File: src/rtl/axil_core_ctrl_regs.sv
// AXI4-Lite register bank: ID/version/scratch, RISC-V core reset/halt control and status.
// Optional 64-bit cycle counter at 0x018/0x01C when CORE_CTRL_CYCLE_CNT_EN is defined.
module axil_core_ctrl_regs #(
    parameter int unsigned ADDR_W   = 12,
    parameter logic [31:0] ID_VALUE = 32'hC0DE_0002,
    parameter logic [31:0] VERSION  = 32'h0001_0000
) (
    input  logic              clk,
    input  logic              reset,
    input  logic [ADDR_W-1:0] s_axil_awaddr,
    input  logic              s_axil_awvalid,
    output logic              s_axil_awready,
    input  logic [31:0]       s_axil_wdata,
    input  logic [3:0]        s_axil_wstrb,
    input  logic              s_axil_wvalid,
    output logic              s_axil_wready,
    output logic [1:0]        s_axil_bresp,
    output logic              s_axil_bvalid,
    input  logic              s_axil_bready,
    input  logic [ADDR_W-1:0] s_axil_araddr,
    input  logic              s_axil_arvalid,
    output logic              s_axil_arready,
    output logic [31:0]       s_axil_rdata,
    output logic [1:0]        s_axil_rresp,
    output logic              s_axil_rvalid,
    input  logic              s_axil_rready,
    output logic              core_reset_o,
    output logic              core_halt_o,
    input  logic              core_trap_i
);
    localparam int unsigned IDX_W = ADDR_W - 2;
    localparam logic [1:0] RESP_OKAY   = 2'b00;
    localparam logic [1:0] RESP_SLVERR = 2'b10;
    localparam logic [IDX_W-1:0] IDX_ID       = IDX_W'(0);
    localparam logic [IDX_W-1:0] IDX_VERSION  = IDX_W'(1);
    localparam logic [IDX_W-1:0] IDX_SCRATCH  = IDX_W'(2);
    localparam logic [IDX_W-1:0] IDX_CONTROL  = IDX_W'(3);
    localparam logic [IDX_W-1:0] IDX_STATUS   = IDX_W'(4);
    localparam logic [IDX_W-1:0] IDX_CYCLE_LO = IDX_W'(6);
    localparam logic [IDX_W-1:0] IDX_CYCLE_HI = IDX_W'(7);

    logic             aw_held_q, aw_held_d, w_held_q, w_held_d;
    logic [IDX_W-1:0] aw_idx_q, aw_idx_d;
    logic [31:0]      w_data_q, w_data_d;
    logic [3:0]       w_strb_q, w_strb_d;
    logic             awready_q, awready_d, wready_q, wready_d, arready_q, arready_d;
    logic             bvalid_q, bvalid_d, rvalid_q, rvalid_d;
    logic [1:0]       bresp_q, bresp_d, rresp_q, rresp_d;
    logic [31:0]      rdata_q, rdata_d;
    logic [31:0]      scratch_q, scratch_d;
    logic [1:0]       ctrl_q, ctrl_d;
    logic             trap_q, trap_d;
`ifdef CORE_CTRL_CYCLE_CNT_EN
    logic [63:0]      cnt_q, cnt_d;
    logic [31:0]      hi_shadow_q, hi_shadow_d;
    logic             cnt_clr;
`endif

    logic             aw_hs, w_hs, ar_hs, commit, wr_ok, trap_clr, rd_ok;
    logic [IDX_W-1:0] wr_idx, rd_idx;
    logic [31:0]      wr_data, rd_val;
    logic [3:0]       wr_strb;
    logic             unused_addr_lsbs;

    assign unused_addr_lsbs = ^{s_axil_awaddr[1:0], s_axil_araddr[1:0]};

    assign aw_hs   = s_axil_awvalid & awready_q;
    assign w_hs    = s_axil_wvalid & wready_q;
    assign ar_hs   = s_axil_arvalid & arready_q;
    // Incoming beats bypass the holding regs so a joint AW+W handshake commits at once.
    assign wr_idx  = aw_held_q ? aw_idx_q : s_axil_awaddr[ADDR_W-1:2];
    assign wr_data = w_held_q ? w_data_q : s_axil_wdata;
    assign wr_strb = w_held_q ? w_strb_q : s_axil_wstrb;
    assign commit  = (aw_held_q | aw_hs) & (w_held_q | w_hs) & ~bvalid_q;
    assign rd_idx  = s_axil_araddr[ADDR_W-1:2];

    always_comb begin
        rd_val = '0;
        rd_ok  = 1'b1;
        case (rd_idx)
            IDX_ID:       rd_val = ID_VALUE;
            IDX_VERSION:  rd_val = VERSION;
            IDX_SCRATCH:  rd_val = scratch_q;
            IDX_CONTROL:  rd_val = {30'd0, ctrl_q};
            IDX_STATUS:   rd_val = {29'd0, trap_q, ctrl_q[1], ctrl_q[0]};
`ifdef CORE_CTRL_CYCLE_CNT_EN
            IDX_CYCLE_LO: rd_val = cnt_q[31:0];
            IDX_CYCLE_HI: rd_val = hi_shadow_q;
`endif
            default:      rd_ok  = 1'b0;
        endcase
    end

    always_comb begin
        scratch_d = scratch_q;
        ctrl_d    = ctrl_q;
        trap_clr  = 1'b0;
        wr_ok     = 1'b1;
`ifdef CORE_CTRL_CYCLE_CNT_EN
        cnt_clr   = 1'b0;
`endif
        if (commit) begin
            case (wr_idx)
                IDX_ID, IDX_VERSION: ;
                IDX_SCRATCH: begin
                    for (int b = 0; b < 4; b++)
                        if (wr_strb[b]) scratch_d[8*b +: 8] = wr_data[8*b +: 8];
                end
                IDX_CONTROL: begin
                    if (wr_strb[0]) begin
                        ctrl_d = wr_data[1:0];
`ifdef CORE_CTRL_CYCLE_CNT_EN
                        cnt_clr = wr_data[0];
`endif
                    end
                end
                IDX_STATUS:  trap_clr = wr_strb[0] & wr_data[2];
`ifdef CORE_CTRL_CYCLE_CNT_EN
                IDX_CYCLE_LO, IDX_CYCLE_HI: ;
`endif
                default:     wr_ok = 1'b0;
            endcase
        end
        // A trap arriving with the W1C keeps the sticky bit set.
        trap_d = core_trap_i | (trap_q & ~trap_clr);
    end

    always_comb begin
        aw_held_d = aw_held_q;
        aw_idx_d  = aw_idx_q;
        w_held_d  = w_held_q;
        w_data_d  = w_data_q;
        w_strb_d  = w_strb_q;
        if (aw_hs) begin
            aw_held_d = 1'b1;
            aw_idx_d  = s_axil_awaddr[ADDR_W-1:2];
        end
        if (w_hs) begin
            w_held_d = 1'b1;
            w_data_d = s_axil_wdata;
            w_strb_d = s_axil_wstrb;
        end
        if (commit) begin
            aw_held_d = 1'b0;
            w_held_d  = 1'b0;
        end
        bvalid_d  = (bvalid_q & ~s_axil_bready) | commit;
        bresp_d   = commit ? (wr_ok ? RESP_OKAY : RESP_SLVERR) : bresp_q;
        awready_d = ~aw_held_d & ~bvalid_d;
        wready_d  = ~w_held_d & ~bvalid_d;
        rvalid_d  = (rvalid_q & ~s_axil_rready) | ar_hs;
        rdata_d   = ar_hs ? rd_val : rdata_q;
        rresp_d   = ar_hs ? (rd_ok ? RESP_OKAY : RESP_SLVERR) : rresp_q;
        arready_d = ~rvalid_d;
    end

`ifdef CORE_CTRL_CYCLE_CNT_EN
    always_comb begin
        cnt_d = cnt_q;
        if (cnt_clr)
            cnt_d = '0;
        else if (!ctrl_q[0])
            cnt_d = cnt_q + 64'd1;
        // Reading LO freezes the matching HI word for a coherent 64-bit read.
        hi_shadow_d = (ar_hs && rd_idx == IDX_CYCLE_LO) ? cnt_q[63:32] : hi_shadow_q;
    end
`endif

    always_ff @(posedge clk) begin
        if (reset) begin
            aw_held_q <= 1'b0;
            aw_idx_q  <= '0;
            w_held_q  <= 1'b0;
            w_data_q  <= '0;
            w_strb_q  <= '0;
            awready_q <= 1'b0;
            wready_q  <= 1'b0;
            arready_q <= 1'b0;
            bvalid_q  <= 1'b0;
            bresp_q   <= RESP_OKAY;
            rvalid_q  <= 1'b0;
            rresp_q   <= RESP_OKAY;
            rdata_q   <= '0;
            scratch_q <= '0;
            ctrl_q    <= 2'b01;
            trap_q    <= 1'b0;
`ifdef CORE_CTRL_CYCLE_CNT_EN
            cnt_q       <= '0;
            hi_shadow_q <= '0;
`endif
        end else begin
            aw_held_q <= aw_held_d;
            aw_idx_q  <= aw_idx_d;
            w_held_q  <= w_held_d;
            w_data_q  <= w_data_d;
            w_strb_q  <= w_strb_d;
            awready_q <= awready_d;
            wready_q  <= wready_d;
            arready_q <= arready_d;
            bvalid_q  <= bvalid_d;
            bresp_q   <= bresp_d;
            rvalid_q  <= rvalid_d;
            rresp_q   <= rresp_d;
            rdata_q   <= rdata_d;
            scratch_q <= scratch_d;
            ctrl_q    <= ctrl_d;
            trap_q    <= trap_d;
`ifdef CORE_CTRL_CYCLE_CNT_EN
            cnt_q       <= cnt_d;
            hi_shadow_q <= hi_shadow_d;
`endif
        end
    end

    assign s_axil_awready = awready_q;
    assign s_axil_wready  = wready_q;
    assign s_axil_arready = arready_q;
    assign s_axil_bvalid  = bvalid_q;
    assign s_axil_bresp   = bresp_q;
    assign s_axil_rvalid  = rvalid_q;
    assign s_axil_rresp   = rresp_q;
    assign s_axil_rdata   = rdata_q;
    assign core_reset_o   = ctrl_q[0];
    assign core_halt_o    = ctrl_q[1];
endmodule
File: config.mk
export PLATFORM = sky130hd
export DESIGN_NAME = axil_core_ctrl_regs
export DESIGN_NICKNAME = d
export VERILOG_FILES = /design/src/rtl/axil_core_ctrl_regs.sv
export SDC_FILE = /design/constraint.sdc
export NUM_CORES = 1
export LEC_CHECK = 0
export ABC_AREA = 1
export ABC_CLOCK_PERIOD_IN_PS = 1500
export CELL_PAD_IN_SITES_DETAIL_PLACEMENT = 0
export CELL_PAD_IN_SITES_GLOBAL_PLACEMENT = 1
export CORE_ASPECT_RATIO = 1.4
export CORE_MARGIN = 1
export CORE_UTILIZATION = 33
export DETAILED_ROUTE_END_ITERATION = 8
export GPL_TIMING_DRIVEN = 0
export PLACE_DENSITY_LB_ADDON = 0.1
export SLEW_MARGIN = 20
export SYNTH_ARGS = -nofsm -noshare
export SYNTH_HDL_FRONTEND = slang
export SYNTH_SLANG_ARGS = --single-unit
File: constraint.sdc
create_clock -name clk -period 1.5 [get_ports clk]
set_input_delay 0.3 -clock clk [delete_from_list [all_inputs] [get_ports clk]]
set_output_delay 0.3 -clock clk [all_outputs]
set_load 0.05 [all_outputs]
Yosys cells after proc, flatten, opt, wreduce, memory -nomap -nowiden
Index checks and enable logic that the tools add are counted. W data, S select, Z words.

Bits in registers: 124.

Muxes and demuxes: 15. Bitwise operators: 24. Reductions and logical operators: 9. Eq/ne operators: 8.

Operator list (count): $pmux W32 S5 (1); $eq A10 B2 Y1 const B (4); $mux W32 (1); $eq A10 B1 Y1 const B (2); $eq A10 B3 Y1 const B (2); $logic_not A10 Y1 (2); $reduce_and A3 Y1 (5); $and A1 B1 Y1 (11); $mux W10 (1); $reduce_or A5 Y1 (2); $mux W1 (9); $not A1 Y1 (8); $or A1 B1 Y1 (5); $mux W2 (2); $mux W4 (1).

Longest topological paths before layout
Gate-level depths: netlist (run 1).

Word-level depth: 8. Depth in mapped cells: 11. Depth with buffers taken out: 10.

Least setup slack after synthesis (run 1)
OpenSTA, ideal clock, no wires.

Kind: reg2reg. Start: register awready_q (netlist: s_axil_awready). End: register ctrl_q[0]. Path slack: -0.358 ns. Required time: 1.370 ns. Stages on the path, launching flop included: 11. Path buffers: 1. Setup time: 0.130 ns. Clock period less this slack: 1.858 ns. Arrival time: 1.728 ns. Cells stage by stage: dfxtp_1 -> nand2_1 -> nand2_4 -> nand3_4 -> inv_2 -> nand2_2 -> nor2_2 -> buf_2 -> nand2_1 -> nand2_1 -> nand3_1.

Cells in the longest elaborated chain, start to end: 5.

RTL lines: start: declaration (line 46) `logic awready_q, awready_d, wready_q, wready_d, arready_q, arready_d;`; start signal: assignment (line 197) `awready_q <= awready_d;`; $and A1 B1 Y1 (line 67) `assign aw_hs = s_axil_awvalid & awready_q;`; $or A1 B1 Y1 (line 74) `assign commit = (aw_held_q | aw_hs) & (w_held_q | w_hs) & ~bvalid_q;`; $and A1 B1 Y1 (2 in a row) (line 74); $reduce_and A3 Y1 (no source line); end signal: assignment (line 206) `ctrl_q <= ctrl_d;`; end: declaration (line 51) `logic [1:0] ctrl_q, ctrl_d;`.

No other way between the ends. A chain may end at the register's enable or synchronous reset.

Final worst setup path (run 1)
Start: register aw_held_q. End: register scratch_q[11].

Cells in the longest elaborated chain, start to end: 4. Elaborated cells between the ends (all ways): 6.

RTL lines: start: declaration (line 42) `logic aw_held_q, aw_held_d, w_held_q, w_held_d;`; start signal: assignment (line 192) `aw_held_q <= aw_held_d;`; parallel branches: the longest is 3 deep, another holds $mux W10; $reduce_and A3 Y1 (no source line) *; end signal: assignment (line 205) `scratch_q <= scratch_d;`; end: declaration (line 50) `logic [31:0] scratch_q, scratch_d;`.

Mark *: on every way between the ends.

==> results.cfg, run 1 <==
[route]
wirelength_um = 14990
num_vias = 4987
drt_iter0_drc = 196
drc = 0
ant_nets = 0
wire_per_inst_um = 14.14
via_per_inst = 4.705
drt-pass1-iter-count = 6

[sta]
tns_ps = -660.0
setup_slack_ps = -43.66
finalSetupViolCount = 30
worst_pin_slew_ps = 711.5
fmax_mhz = 647.8
fin_skew_ps = 11.52
finalCritPeriodShare = 1.029
final_hold_viol_count = 0
drv_slew = 0
slew_headroom = 0.5256
period_needed_ps = 1544
rsz0062_at_grt = true

[logic_synthesis]
ys_seq_elements = 122
syn_avg_cell_area_um2 = 7.442
netlist.area_leader.share = 0.4603
synth-edff-count = 0
ys_types = 29
ys.flop_type = dfxtp_1
synthCells = 713
ys_async_sr_fraction = 0
synth_area_leader_cell = dfxtp_1
syn_area_um2 = 5306
ys.warnings.count = 0
ys_top_cells_by_area = dfxtp_1 (46%), nor2_1 (12%), nand2_1 (8.7%)
synth_common_cells = nor2_1 (170), nand2_1 (123), dfxtp_1 (122)
yosysMostFrequentCell = nor2_1
seq_area_frac_synth = 0.4603

[layout]
drive_gt1_frac = 0.1968
final_nets = 919
antenna_cells = 0
area_delta_synth_final_pct = 42.28
postLayoutCoreUtil = 0.4816

[setup_path]
timing.rr.end = scratch_q[11]
rr_startpoint = aw_held_q
criticalPathCategory = flop to flop
end_kind = flop
worstPathMaxFanout = 10
rr_worst_depth = 11
ff2ff_setup_slack_ps = -40
crit_arrival_ps = 1850
startpoint = aw_held_q
worstSetupStartpointType = flop
worstPathRequired_ps = 1800

[grt]
grt_pass1_vias = 4798
overflow = 0
grt_pass1_wl_um = 23970
grt_usage = 0.1872
antenna_found_initial = 0
grt_max_degree = 17

[hold_path]
hold_path.class = primary input to flop
worstHoldStart = s_axil_araddr[3]
hold_end = s_axil_rdata[16]
hold_depth = 4

[placed_design]
place.gp.congestion = 0.8010
preCtsSetupSlack_ps = -847.6
hpwl_um = 11640
io_buffers = 104

[die]
dieWidth_um = 109.2
core-area_um2 = 15680
die_h_um = 152.0
floorplan.initialDensity = 0.3385
placementRows = 54
ios = 111
design.die.area_um2 = 16600

[clock_network]
cts_max_level = 4
clock-sinks = 122
clk_pin_slew_ps = 60
clk_latency_ps = 410
tritoncts = done
root_buffer = clkbuf_16
cts_buffers = 17
cts_max_path_buffers = 2

[power]
ir_worst_vdd_mv = 0.5853
p_per_area_nw_per_um2 = 1133
finalPower_mw = 8.556
p_leak_nw = 2.969

[outcome]
status = finished with violations
violations = negative setup slack

[run]
maxCapViolCount = 0
## how the worst max path moves through the flow
stage / to / slack, ps / cells past startpoint
6_report: scratch_q[11] / -40 / 11
2_1_floorplan: ctrl_q[0] / -2 / 10
5_1_grt: scratch_q[13] / -180 / 11
3_5_place_dp: w_data_q[8] / -850 / 7
3_3_place_gp: aw_idx_q[7] / -840 / 6
4_1_cts: scratch_q[7] / -90 / 11
## layer usage
metal  up-vias  wire [um]  global-route usage
met5         -          0                   0
met4         0         98             0.05333
met3         7        552             0.03561
met2       112       7612              0.3240
met1      2240       6726              0.2320
li1       2628          -                   -
## stage by stage
stage	std cells	hold slack (ps)	area, um^2
floorplan	714	429.4	5323
global placement	1014	443.4	6609
detailed placement	1014	448.2	6609
CTS	1057	450.7	7476
global route	1060	454.2	7550
finish	1060	434.7	7550
## cell families after synthesis
family,synth area share
AO/OA/AOI/OAI,0.1049
buffers and inverters,0.05848
flip-flops,0.4603
multiplexers,0.05848
other,0.0007067
AND/OR/NAND/NOR,0.3171
## power by group
| part | leakage, nW | internal, mW | switching (mW) |
|---|---|---|---|
| Combinational | 1.69 | 0.485 | 0.664 |
| Sequential | 0.994 | 3.37 | 0.0569 |
| Clock | 0.281 | 2.35 | 1.64 |
## flip-flops by register name, summed over array words and instances, names as in the netlist
signal,cells
s_axil_arready,1
aw_held_q,1
s_axil_wready,1
s_axil_awready,1
s_axil_rvalid,1
s_axil_bvalid,1
ctrl_q,2
trap_q,1
scratch_q,32
aw_idx_q,10
s_axil_rresp,1
w_strb_q,4
w_held_q,1
s_axil_bresp,1
s_axil_rdata,32
w_data_q,32
## what timing repair did
item                       in CTS  in global routing
pin swaps                      10                  9
setup endpoints to repair     141                104
resized for setup             165                 40
gates cloned                    0                  0
hold buffers                    0                  0
buffers inserted               11                  3
## worst max-delay path, stage by stage, from the launching register on
cell and delay (ps):
dfxtp_2 330, buf_8 130, inv_8 50, nand2_2 50, nand2_2 70, nor2_4 130, nand2_4 70, nor2_8 180
buf_4 200, nand4_1 100, nand2_1 80, nor2_1 50
## cell type report
| type | instances | area, um^2 |
|---|---|---|
| repair buffers | 118 | 1232 |
| inverters | 31 | 130.1 |
| flip-flops and latches | 122 | 2455 |
| clock buffers | 17 | 425.4 |
| clock inverters | 15 | 152.6 |
| well taps | 196 | 245.2 |
| fillers | 1638 | 8125 |
| plain buffers | 43 | 275.3 |
| multi-input cells | 518 | 2634 |
## placed cells by master (no fill, tap or decap), types with 2 or more instances in the layout
master / instances
clkinvlp_4: 2
nand2_4: 3
inv_2: 7
nor2_2: 11
clkbuf_1: 10
clkbuf_16: 17
clkbuf_4: 3
nor2_8: 2
clkdlybuf4s50_1: 62
buf_1: 2
inv_8: 3
buf_2: 7
clkdlybuf4s15_2: 39
nor2_1: 166
dfxtp_1: 116
nand2_1: 117
nand4_1: 25
buf_4: 12
o21ai_0: 50
inv_1: 19
buf_12: 3
nand2_2: 7
dfxtp_2: 4
a21boi_0: 2
dfxtp_4: 2
buf_6: 10
nand3_1: 40
nor2_4: 9
clkbuf_2: 11
inv_6: 8
o2111ai_1: 8
conb_1: 2
a21oi_1: 38
inv_4: 3
mux2i_1: 31
(Power assumes the default switching activity.)
==> run 2, diff against run 1 <==
--- a/config.mk
+++ b/config.mk
@@ -15,6 +15,7 @@
 export DETAILED_ROUTE_END_ITERATION = 8
 export GPL_TIMING_DRIVEN = 0
 export PLACE_DENSITY_LB_ADDON = 0.1
+export REMOVE_ABC_BUFFERS = 1
 export SLEW_MARGIN = 20
 export SYNTH_ARGS = -nofsm -noshare
 export SYNTH_HDL_FRONTEND = slang
==> results.cfg, run 2 (synthesized netlist as in run 1, its figures left out) <==
[power]
ir_worst_vdd_mv = 0.5567
p_leak_nw = 3.031
p_per_area_nw_per_um2 = 1159

[clock_network]
tritoncts = done
cts_max_path_buffers = 2
root_buffer = clkbuf_16
clk_latency_ps = 410
clock-sinks = 122
cts_max_level = 4
cts_buffers = 17
clk_pin_slew_ps = 60
hold_buffers = 0

[route]
drt_iter0_drc = 176
wirelength_um = 15730
via_per_inst = 4.838
num_vias = 5046
drt-pass1-iter-count = 6
drc = 0
wire_per_inst_um = 15.08
ant_nets = 0

[grt]
grt_pass1_vias = 4957
grt_max_degree = 47
antenna_found_initial = 0
grt_usage = 0.1993
overflow = 0
grt_pass1_wl_um = 25330

[sta]
setup_slack_ps = -61.33
period_needed_ps = 1561
final_hold_viol_count = 0
fin_hold_ws_ps = 334.4
rsz0062_at_grt = true
finalSetupViolCount = 31
finalCritPeriodShare = 1.041
drv_slew = 0
fmax_mhz = 640.5
fin_skew_ps = 11.05

[setup_path]
crit_slowest_cell = dfxtp_4
path_buf_inv = 2
crit_arrival_ps = 1910
worstSetupStartpointType = flop
slowest_delay_ps = 380
worstPathMaxFanout = 8
worstPathRequired_ps = 1850
cpMostUsedCell = nor2_1
end_kind = flop
path_depth = 9
critPathTopFamily = simple AND/OR/NAND/NOR gates
rr_worst_depth = 9
cp_cell_sequence = buf_4, nand2_1, nand2_2, a21oi_4, clkbuf_16, nand2_8, nor2_4, nor2_1, nor2_1
criticalPathCategory = flop to flop

[hold_path]
hold_depth = 2
hold_path.class = primary input to flop

[run]
maxCapViolCount = 0

[layout]
area_delta_synth_final_pct = 46.71
n_fill_cell = 1590
final_cell_mix = nor2_1 (167), dfxtp_1 (119), nand2_1 (110), clkdlybuf4s50_1 (60), o21ai_0 (50)
final_common_cell = nor2_1
antenna_cells = 0
drive_gt1_frac = 0.2019
design_area_um2 = 7785
final_nets = 904
stdcell_count = 1043

[placed_design]
hpwl_um = 9413
io_buffers = 104
place_inst = 975
place.gp.congestion = 0.7492
place_area_um2 = 6513

[die]
die_h_um = 152.0
dieWidth_um = 109.2
floorplan.initialDensity = 0.3385
core-area_um2 = 15680
design.die.area_um2 = 16600
placementRows = 54
ios = 111

[outcome]
violations = negative setup slack
status = finished with violations
==> run 2: cell count changes in the layout (fill, tap and decap cells not counted), sizes merged, moves of 3 or more <==
| cell | change |
|---|---|
| clkbuf | -17 |
| inv | -13 |
| buf | +4 |
| bufinv | +3 |
==> run 2: worst paths after layout <==
kind | startpoint | end | slack, ps
min | reset | w_held_q | 330
min reg2reg | s_axil_rdata[2] | s_axil_rdata[2] | 460
max | aw_held_q | scratch_q[4] | -60
max reg2reg | aw_held_q | scratch_q[4] | -60
==> run 2: per-layer routing <==
layer	part of all wire	vias to the layer above	GRT usage
li1	-	2592	-
met1	0.42	2321	0.2270
met2	0.52	115	0.3645
met3	0.044	18	0.03904
met4	0.012	0	0.06095
met5	0	-	0
==> run 2: what timing repair did <==
| item | 4_1_cts | 5_1_grt |
|---|---|---|
| buffers inserted | 31 | 1 |
| endpoints found under the setup margin | 151 | 62 |
| pin swaps | 17 | 8 |
| cloned | 6 | 0 |
| gates resized for setup | 173 | 21 |
==> run 2: final cells by class <==
cell class	count	area [um^2]	area share
Tap cell	196	245.2	0.03150
Timing Repair inverter	2	12.51	0.001607
Clock buffer	23	498.0	0.06397
Inverter	31	152.6	0.01961
Sequential cell	122	2454	0.3152
Timing Repair Buffer	142	1546	0.1986
Clock inverter	7	137.6	0.01768
Multi-Input combinational cell	520	2739	0.3518
==> run 2: report_power, final <==
group	switching, mW	internal [mW]
Clock	1.42	2.98
Sequential	0.0813	3.37
Combinational	0.676	0.502
==> run 2: per-stage QoR <==
step | util | total power, mW | worst slack [ps] | TNS [ps]
after global routing | 0.4966 | 9.371 | -166.3 | -4132
final | 0.4966 | 9.026 | -61.33 | -600.3
after floorplan | - | 4.063 | -1131 | -93490
after global placement | 0.4086 | 4.465 | -2924 | -307180
after detailed placement | 0.4155 | 4.513 | -1656 | -131970
after CTS | 0.4936 | 9.102 | -95.56 | -772.9
==> variant 1: new RTL, flow settings as in run 1 <==
Set the parameter `ADDR_W` to 13 (it was 12).
--- a/src/rtl/axil_core_ctrl_regs.sv
+++ b/src/rtl/axil_core_ctrl_regs.sv
@@ -2,5 +2,5 @@
 // Optional 64-bit cycle counter at 0x018/0x01C when CORE_CTRL_CYCLE_CNT_EN is defined.
 module axil_core_ctrl_regs #(
-    parameter int unsigned ADDR_W   = 12,
+    parameter int unsigned ADDR_W   = 13,
     parameter logic [31:0] ID_VALUE = 32'hC0DE_0002,
     parameter logic [31:0] VERSION  = 32'h0001_0000
Ports: changed (resized s_axil_araddr and s_axil_awaddr); port bits go from 111 to 113. No check against the original RTL was run, so the function may have changed too.
==> variant 1 against run 1 <==
The flow still finishes with violations (negative setup slack). Highest routed layer unchanged. Clock power rose by 12%. Non-clock buffer count rose by 16. Area after synthesis rose by 1.3%. Routed wire length rose by 14%. Global-route usage rose by 2.2 points. Sequential cell count rose by 1. Fmax fell by 9.2%. Worst setup slack got worse by 160 ps. Die area rose by 1.3%. Total power rose by 9.5%. Design area rose by 4.8%.
==> variant 1: results (changes against run 1) <==
[grt]
grt_usage_pct=20.88  ; was 18.72%
use_met3_pct=5.032  ; was 3.561%
use_met2_pct=36.40  ; was 32.40%
grt_pass1_vias=5184  ; was 4798
grt_use_met1_pct=22.94  ; was 23.20%

[cells_and_area]
fill_cells=1592  ; was 1638
fin_nets=960  ; was 919
multi_input_area_share_pct=34.89  ; about the same
clkCellAreaFrac_pct=8.066  ; was 7.657%
multi_input_cells=538  ; was 518
inv_count=33  ; was 31
layout-drive-gt1-share_pct=20.49  ; was 19.68%
sh_seq_area_pct=31.24  ; was 32.52%

[yosys]
synth_mux_area_share_pct=5.585  ; was 5.848%
synth.top_cells.by_area=dfxtp_1, nor2_1, nand2_1  ; unchanged
synth_cell_types=33  ; was 29
synth-seq-cells=123  ; was 122
async_flop_share_pct=0  ; unchanged
seq_area_frac_synth_pct=45.80  ; was 46.03%
synthTopCellsByCount=nor2_1, nand2_1, dfxtp_1  ; unchanged
synth_compound_area_share_pct=11.54  ; was 10.49%

[sta]
hold_ws_ps=454.3  ; was 434.7 ps
setup_viol=36  ; was 30
setup_slack_ps=-200.6  ; was -43.66 ps
tightest_slew_ps=598.3  ; was 711.5 ps
fin_skew_ps=10.50  ; was 11.52 ps

[setup_path]
crit_end=scratch_q[17]$_SDFFE_PP0P_  ; was scratch_q[11]$_SDFFE_PP0P_
timing.rr.start=aw_held_q$_SDFF_PP0_  ; unchanged
start_kind=flop  ; unchanged
critPathMaxFanout=8  ; was 10
critPathArrivalTime_ps=2020  ; was 1850 ps
reg2regPathDepth=13  ; was 11

[clocking]
cts_resized=172  ; was 165
clk_path_buf_depth=2  ; unchanged
clock_latency_ps=430  ; was 410 ps

[outcome]
status=finished with violations  ; unchanged
violations=negative setup slack  ; unchanged

[floorplan]
core_area_sq_mm=0.01574  ; was 0.01568 sq mm

[placement]
gp_congestion=0.8228  ; was 0.8010
dp_hpwl_microns=12470  ; was 11640 microns

[detailed_routing]
wl_microns=17110  ; was 14990 microns
drt-initial-drc-count=258  ; was 196
drt_pass1_iterations=4  ; was 6
wl_met2_microns=8824  ; was 7612 microns
via_count=5403  ; was 4987
m1WireLength_microns=6939  ; was 6726 microns
met3_length_microns=763  ; was 552 microns

[min_path]
worstHoldPathType=flop to flop  ; was input port to flop
hold_depth=2  ; was 4
whs_endpoint=aw_idx_q[1]$_SDFFE_PP0P_  ; was s_axil_rdata[16]$_SDFFE_PP0P_
hp-start=aw_idx_q[1]$_SDFFE_PP0P_  ; was s_axil_araddr[3]

[pwr]
sw_frac_of_total_pct=27.31  ; was 27.59%
pwr-share-seq_pct=37.5  ; was 40.0%
peakVddDrop_v=0.0005980  ; was 0.0005853 V
p_leak_nw=3.102  ; was 2.969 nW
p_comb_mw=1.42  ; was 1.15 mW

-- variant 1: cell count changes in the layout (fill, tap and decap cells not counted), moves of 4 or more --
| cell | change |
|---|---|
| nand2_2 | +6 |
| dfxtp_1 | +4 |
| o2111ai_1 | -8 |
| mux2i_1 | -6 |
| o21ai_0 | +23 |
| nand3_1 | -29 |
| nand4_1 | +10 |
| buf_4 | +12 |
| nand2_1 | +10 |
| inv_1 | +6 |
| mux2i_2 | +5 |
| inv_6 | -4 |
| nor2_4 | +8 |
| nor2_2 | -8 |
-- variant 1: per-stage QoR --
step | worst slack (ps) | instance area (sq um) | total power [mW] | cells | TNS (ps)
final | -200.6 | 7911 | 9.368 | 1099 | -4377
after global routing | -304.7 | 7911 | 9.741 | 1099 | -7877
after CTS | -136.7 | 7705 | 9.377 | 1086 | -3171
after detailed placement | -782.1 | 6694 | 4.832 | 1036 | -68880
after global placement | -754.9 | 6694 | 4.812 | 1036 | -66320
after floorplan | 8.836 | 5388 | 4.327 | 734 | 0
==> variant 2: new RTL, settings of run 1 <==
Made on the original files. Reset style: asynchronous (`reset`), changed in one clocked block.
--- a/src/rtl/axil_core_ctrl_regs.sv
+++ b/src/rtl/axil_core_ctrl_regs.sv
@@ -167,5 +167,5 @@
 `endif
 
-    always_ff @(posedge clk) begin
+    always_ff @(posedge clk or posedge reset) begin
         if (reset) begin
             aw_held_q <= 1'b0;
Formal check against the unedited RTL: differs if reset is asserted again (counterexample within 4 cycles, from zero or initial values and one cycle with reset high); with reset held inactive, the same outputs for 4 cycles.
==> variant 2 against run 1 <==
The flow still finishes with violations (negative setup slack). Worst setup slack worse by 130 ps. Routed wire length increased by 5.7%. Area after synthesis increased by 9.2%. Sequential cell count did not move. Design area is 8.4% higher. Die area rose by 9.0%.
Power is not compared: it rests on default switching activity, and its combinational part moved more than twofold at a synthesized area within 25%.
==> variant 2: results (changes against run 1) <==
[clocking]
clock_latency_ps=420

[min_path]
worstHoldPathType=input port to async pin  ; was input port to flop

[placement]
dp_slack_ps=-825.0  ; was -847.6 ps
gp_congestion=0.8140  ; was 0.8010

[cells_and_area]
fill_cells=1736  ; was 1638
fin_nets=932  ; was 919
layout-drive-gt1-share_pct=18.49  ; was 19.68%

[outcome]
status=finished with violations  ; unchanged
violations=negative setup slack  ; unchanged

[detailed_routing]
drt-initial-drc-count=333  ; was 196
drt_pass1_iterations=5  ; was 6
via_count=5216  ; was 4987
wl_microns=15840  ; was 14990 microns

[sta]
tightest_slew_ps=736.5  ; was 711.5 ps
hold_ws_ps=353.1  ; was 434.7 ps
setup_viol=35  ; was 30
fin_tns_setup_ps=-4404  ; was -660.0 ps
setup_slack_ps=-174.0  ; was -43.66 ps

[yosys]
synthTopCellsByCount=nand2_1, dfrtp_1, o21ai_0  ; was nor2_1, nand2_1, dfxtp_1
async_flop_share_pct=100.0  ; was 0%
synth_ff_type=dfrtp_1  ; was dfxtp_1
synth_cell_types=26  ; was 29
seq_area_frac_synth_pct=52.71  ; was 46.03%

[grt]
grt_usage_pct=18.75  ; was 18.72%
grt_pass1_wl_microns=26090  ; was 23970 microns
grt_pass1_vias=5100  ; was 4798

[setup_path]
timing.rr.start=aw_held_q$_DFF_PP0_  ; was aw_held_q$_SDFF_PP0_
r2r_end=scratch_q[16]$_DFFE_PP0P_  ; was scratch_q[11]$_SDFFE_PP0P_
cpMaxStageDelayCell=dfrtp_1  ; was dfxtp_2
critPathMaxStageDelay_ps=370  ; was 330 ps

[pwr]
peakVddDrop_v=0.0009665

variant 2: cell count changes after synthesis, sizes merged, moves of 4 or more:
cell / before / now
clkbuf: 25 / 21
dfrtp: 0 / 121
inv: 27 / 78
a21oi: 39 / 4
nand4: 25 / 42
mux2i: 31 / 0
nor2: 188 / 27
dfxtp: 122 / 0
o21ai: 50 / 105
o21a: 0 / 4
nand2: 128 / 277
nand3: 41 / 8
variant 2: how the worst max path moves through the flow:
stage                                 to  slack, ps  cells past startpoint
6_report       scratch_q[16]$_DFFE_PP0P_       -170                     11
5_1_grt        scratch_q[17]$_DFFE_PP0P_       -270                     11
4_1_cts        scratch_q[16]$_DFFE_PP0P_       -150                     12
3_5_place_dp   scratch_q[21]$_DFFE_PP0P_       -820                      8
3_3_place_gp     aw_idx_q[6]$_DFFE_PP0P_      -1490                      2
2_1_floorplan  scratch_q[10]$_DFFE_PP0P_       -330                      7
variant 2: final cells by class:
class | instances | area [sq um] | area share (%)
Multi-Input combinational cell | 482 | 2384 | 29.12
Sequential cell | 122 | 3054 | 37.31
Tap cell | 236 | 295.3 | 3.607
Inverter | 80 | 312.8 | 3.821
Buffer | 37 | 236.5 | 2.889
Clock inverter | 12 | 151.4 | 1.849
Timing Repair Buffer | 124 | 1320 | 16.12
Clock buffer | 19 | 432.9 | 5.288
variant 2: logic make-up after synthesis:
kind of cell,share of synthesized area [%]
other,0.06472
AOI/OAI and AO/OA,11.42
and+or+nand+nor,27.38
DFF,52.71
buffers and inverters,8.422
variant 2: what timing repair did:
item,CTS,global route
cloned,4,0
buffers inserted,13,0
endpoints found under the setup margin,108,62
endpoints found under the hold margin,0,0
pin swaps,24,28
gates resized for setup,164,44
variant 2: through the flow:
step	area, sq um	instances
floorplan	5804	721
global placement	7141	1061
detailed placement	7201	1064
CTS	8102	1112
global route	8187	1112
finish	8187	1112
variant 2: layer usage:
metal  vias to the layer above  share of wire [%]  track usage (%)
met2                       146                 48            30.17
met5                         -                  0                0
met4                         0                1.7            6.494
met1                      2452                 45            24.72
met3                        22                4.9            4.122
li1                       2596                  -                -
variant 2: report_power, final:
part	switching (mW)	internal (mW)
logic	2.90	1.74
clock network	1.48	2.59
registers	0.443	4.07
total	4.82	8.40
